<file path="src/rtl/mem_port_arbiter.sv">
// Round-robin arbiter and fixed-latency access sequencer for the single-ported
// backing memory shared by the instruction and data caches.
module mem_port_arbiter #(
  parameter int unsigned ADDR_W  = 30,
  parameter int unsigned LATENCY = 4
) (
  input  logic              clk,
  input  logic              reset,
  input  logic              i_req,
  input  logic [ADDR_W-1:0] i_addr,
  output logic              i_ack,
  output logic [31:0]       i_rdata,
  input  logic              d_req,
  input  logic              d_we,
  input  logic [ADDR_W-1:0] d_addr,
  input  logic [31:0]       d_wdata,
  input  logic [3:0]        d_be,
  output logic              d_ack,
  output logic [31:0]       d_rdata,
  output logic              mem_en,
  output logic              mem_we,
  output logic [ADDR_W-1:0] mem_addr,
  output logic [31:0]       mem_wdata,
  output logic [3:0]        mem_be,
  input  logic [31:0]       mem_rdata
);

  localparam int unsigned CNT_W  = $clog2(LATENCY) + 1;
  localparam int unsigned DATA_W = 32;
  localparam int unsigned BE_W   = 4;

  typedef enum logic [1:0] {
    ST_IDLE,
    ST_WAIT,
    ST_ACCESS,
    ST_RESP
  } state_t;

  typedef enum logic {
    SIDE_I,
    SIDE_D
  } side_t;

  state_t              state_q, state_d;
  logic [CNT_W-1:0]    cnt_q, cnt_d;
  side_t               last_q, last_d;
  side_t               winner;
  logic                we_q, we_d;
  logic [ADDR_W-1:0]   addr_d;
  logic [DATA_W-1:0]   wdata_d;
  logic [BE_W-1:0]     be_d;
  logic                mem_en_d, mem_we_d, i_ack_d, d_ack_d;

  // State, counter and all registered outputs
  always_ff @(posedge clk or negedge reset) begin
    if (!reset) begin
      state_q   <= ST_IDLE;
      cnt_q     <= '0;
      last_q    <= SIDE_D;
      we_q      <= 1'b0;
      mem_addr  <= '0;
      mem_wdata <= '0;
      mem_be    <= '0;
      mem_en    <= 1'b0;
      mem_we    <= 1'b0;
      i_ack     <= 1'b0;
      d_ack     <= 1'b0;
    end else begin
      state_q   <= state_d;
      cnt_q     <= cnt_d;
      last_q    <= last_d;
      we_q      <= we_d;
      mem_addr  <= addr_d;
      mem_wdata <= wdata_d;
      mem_be    <= be_d;
      mem_en    <= mem_en_d;
      mem_we    <= mem_we_d;
      i_ack     <= i_ack_d;
      d_ack     <= d_ack_d;
    end
  end

  // Next-state, grant selection and next output values
  always_comb begin
    state_d = state_q;
    cnt_d   = cnt_q;
    last_d  = last_q;
    we_d    = we_q;
    addr_d  = mem_addr;
    wdata_d = mem_wdata;
    be_d    = mem_be;
    winner  = SIDE_I;

    case (state_q)
      ST_IDLE: begin
        if (i_req || d_req) begin
          if (i_req && d_req) begin
            winner = (last_q == SIDE_D) ? SIDE_I : SIDE_D;
          end else begin
            winner = i_req ? SIDE_I : SIDE_D;
          end
          last_d = winner;
          if (winner == SIDE_I) begin
            addr_d  = i_addr;
            we_d    = 1'b0;
            wdata_d = '0;
            be_d    = 4'hF;
          end else begin
            addr_d  = d_addr;
            we_d    = d_we;
            wdata_d = d_we ? d_wdata : '0;
            be_d    = d_we ? d_be : 4'hF;
          end
          cnt_d   = CNT_W'(LATENCY - 1);
          state_d = (LATENCY == 1) ? ST_ACCESS : ST_WAIT;
        end
      end
      ST_WAIT: begin
        cnt_d = cnt_q - CNT_W'(1);
        if (cnt_q == CNT_W'(1)) begin
          state_d = ST_ACCESS;
        end
      end
      ST_ACCESS: state_d = ST_RESP;
      ST_RESP:   state_d = ST_IDLE;
      default:   state_d = ST_IDLE;
    endcase

    mem_en_d = (state_d == ST_ACCESS);
    mem_we_d = (state_d == ST_ACCESS) && we_d;
    i_ack_d  = (state_d == ST_RESP) && (last_d == SIDE_I);
    d_ack_d  = (state_d == ST_RESP) && (last_d == SIDE_D);
  end

  // Read data is the synchronous memory output, gated to the acknowledge cycle
  assign i_rdata = i_ack ? mem_rdata : '0;
  assign d_rdata = d_ack ? mem_rdata : '0;

endmodule

</file>
<file path="config.mk">
export PLATFORM = sky130hd
export DESIGN_NAME = mem_port_arbiter
export DESIGN_NICKNAME = d
export VERILOG_FILES = /design/src/rtl/mem_port_arbiter.sv
export SDC_FILE = /design/constraint.sdc
export NUM_CORES = 1
export LEC_CHECK = 0
export BUFFER_PORTS_ARGS = -buffer_cell sky130_fd_sc_hd__buf_2
export CORE_MARGIN = 2
export CORE_UTILIZATION = 23
export CTS_BUF_LIST = sky130_fd_sc_hd__clkbuf_2
export CTS_CLUSTER_DIAMETER = 150
export DETAILED_ROUTE_END_ITERATION = 12
export PLACE_DENSITY = 0.54
export SLEW_MARGIN = 10
export SYNTH_ARGS = -nofsm -noshare
export SYNTH_HDL_FRONTEND = slang
export SYNTH_SLANG_ARGS = --single-unit
</file>
<file path="constraint.sdc">
create_clock -name clk -period 1.9 [get_ports clk]
set_input_delay 0.19 -clock clk [delete_from_list [all_inputs] [get_ports clk]]
set_output_delay 0.19 -clock clk [all_outputs]
set_load 0.01 [all_outputs]
</file>
==> summary.txt <==
Setup path
  – CP Class: reg2out
  – Worst setup SP type: flip-flop
  – WP data arrival: 1530 ps
  – Worst Setup End Kind: primary output
  – Critical-path maximum fanout: 33
  – Crit path required time: between 1500 and 2000 ps

STA
  – Slew margin rel.: 0.543
  – FMAX: around 600 MHz
  – Pins Over Slew Limit: 0
  – Min cycle time layout: roughly 1700 ps
  – Worst-Margin Slew: approximately 680 ps
  – Layout Skew: about 33 ps
  – Final hold viol count: 0
  – RSZ-0062 raised after global routing: false
  – Final setup vio count: 0
  – Final worst path period share: 0.903
  – Setup TNS: 0 ps

Logic synthesis
  – Most instantiated cells after synthesis: dfrtp_1, and2_1, a21oi_1, a22o_1
  – Synthesized area: approximately 0.0037 mm²
  – Largest cells by area after synthesis: dfrtp_1, and2_1, a22o_1
  – Synth area leader: dfrtp_1
  – Syn Area/Cell: 10.1 µm²
  – YS warnings: 0
  – Predominant post-synthesis flop cell: dfrtp_1
  – Gate count of the mapped netlist: around 370
  – Synth Net Count: roughly 500
  – Top-count cell post-synth: dfrtp_1
  – Seq/Total Area, Yosys: 0.517
  – Number of enable flip-flop cells after synthesis: 0
  – Synth async-reset ratio: 1.00
  – Synth top area share: 0.510
  – Yosys reg bits: just under 80
  – Netlist cell types: 34

Clocking
  – CTS Root Cell: clkbuf_2
  – Clk_lat worst skew: ~550 ps
  – CTS Buf Count: 9
  – Clk buf depth: 2
  – Worst-path clk slew: about 230 ps
  – H-tree depth: 3
  – Post-CTS setup buffers: 0
  – Clk sinks: slightly below 80
  – CTS tree: yes

Power and ir drop
  – Psw: 2.81 mW
  – Final Power: approximately 6.9 mW
  – Comb pwr share: 0.472
  – Peak supply drop: ~520 µV
  – Sw Ratio: 0.407
  – Leak: approximately 3.3 nW
  – Power Dens Cells: between 1000 and 1500 mW/mm²
  – Sequential Power Share: 0.399
  – P_int: slightly above 4 mW
  – Clock power frac: 0.129

GRT
  – Antenna violations before repair: 0
  – Largest net degree at the start of global routing: 47
  – GRT overflow: 0
  – Vias in the first global route: ~4300
  – First-pass GRT wire length: around 22 mm
  – Total GRT Usage: 0.154

Place
  – Post-DP Area: about 0.0052 mm²
  – RD Place Congestion: between 0.8 and 0.9
  – PortBufs: ~270
  – Dpl hpwl: 8.99 mm

Floorplan
  – Die Span X: between 100 and 150 µm
  – Core area: about 0.016 mm²
  – # IOs: between 200 and 300
  – FP Rows: 46
  – Die H: around 130 µm
  – Initial Utilization: 0.235
  – Die footprint: between 0.015 and 0.02 mm²

Detailed routing
  – Initial DRC count: approximately 170
  – DR vias/cell: between 4 and 5
  – Wirelength per Cell: 14.5 µm
  – Routed WL: between 10 and 15 mm
  – Drt first pass iters: 4
  – # DRC: 0
  – Post-route ant nets: 0
  – Via count: roughly 4300

Cells and area
  – Fin util: 0.399
  – Antenna diodes: 0
  – Layout Nets: between 800 and 900
  – Area Overhead vs Synth: 70.3%
  – Cell area after layout: between 0.006 and 0.007 mm²
  – Share of cells above drive strength 1: 0.415

Worst hold path
  – Hold Path Class: in2async

Status
  – Status: completed

Run
  – Maxcap violations: 0
==> cells by family after synthesis <==
| group | synth area share |
|---|---|
| flops | 0.517 |
| compound gates | 0.237 |
| buf+inv | 0.0551 |
| simple gates | 0.181 |
| fa+ha+maj | 0.00671 |
| xor+xnor | 0.00235 |
==> per-layer routing <==
layer / vias up / wire (µm) / GRT usage / part of all wire
li1: 2027 / - / - / -
met1: 2027 / 5510 / 0.178 / 0.40
met2: 221 / 6900 / 0.273 / 0.50
met3: 20 / 1070 / 0.0444 / 0.078
met4: 0 / 198 / 0.0531 / 0.014
met5: - / 0 / 0 / 0
==> worst paths after layout <==
path / cells past startpoint / to / slack (ps) / from
setup / recovery: 3 / i_rdata[22] / 180 / i_ack$_DFF_PN0_
hold / removal: 2 / mem_wdata[2]$_DFFE_PN0P_ / 130 / reset
setup reg to reg: 3 / mem_wdata[7]$_DFFE_PN0P_ / 310 / state_q[1]$_DFF_PN0_
hold reg to reg: 1 / we_q$_DFF_PN0_ / 500 / we_q$_DFF_PN0_
max in group asynchronous: 3 / mem_wdata[28]$_DFFE_PN0P_ / 1070 / reset
min in group clk: 3 / mem_be[3]$_DFFE_PN0P_ / 150 / d_req
==> registers in the layout (all words and copies together), names as in the netlist <==
register and count:
state_q 2, d_ack 1, we_q 1, mem_be 4
last_q 1, cnt_q 3, mem_addr 30, mem_we 1
mem_wdata 32, i_ack 1, mem_en 1
==> worst max-delay path, cell delays in order (launching register included) <==
cell and delay, ps:
dfrtp_1 410, buf_4 210, and2_1 200, buf_2 140
==> cell usage in the layout, fill, tap and decap left out, types with 2 or more instances in the layout <==
cell type,n
nor2_1,4
clkinvlp_4,2
o22a_1,4
clkinv_1,3
a31oi_2,6
nand3_1,31
dfrtp_1,76
inv_1,5
a31oi_1,25
buf_4,12
clkbuf_2,9
ha_1,2
dlygate4sd3_1,100
a22o_1,32
nand2b_1,3
and2_1,64
buf_2,265
a21oi_1,32
o21ai_0,31
==> metrics by stage <==
stage	std cells	hold slack (ps)	setup slack (ps)
finish	941	131	184
global route	941	96.9	48.1
CTS	941	48.8	21.4
detailed placement	825	242	84.5
global placement	825	241	167
floorplan	369	-106	523
==> power by group through the flow <==
stage / registers, mW / logic [mW] / clock network (mW)
global route: 2.84 / 3.56 / 0.999
floorplan: 3.07 / 1.54 / 0
detailed placement: 2.78 / 3.10 / 0
CTS: 2.75 / 3.28 / 0.945
global placement: 2.77 / 3.03 / 0
finish: 2.76 / 3.26 / 0.890
==> area by class of cell <==
class,count,area [µm²]
flip-flops and latches,77,1930
clock buffers,9,45.0
inverters,5,18.8
well taps,216,270
repair buffers,377,2420
multi-input cells,250,1600
clock inverters,7,65.1
fillers,1555,9540
==> what timing repair did <==
| item | in CTS | in global routing |
|---|---|---|
| setup endpoints to repair | 0 | 12 |
| hold endpoints to repair | 115 | 0 |
| hold buffers | 100 | 0 |
| resized for setup | 0 | 1 |
Power figures use the tool's default switching activity.
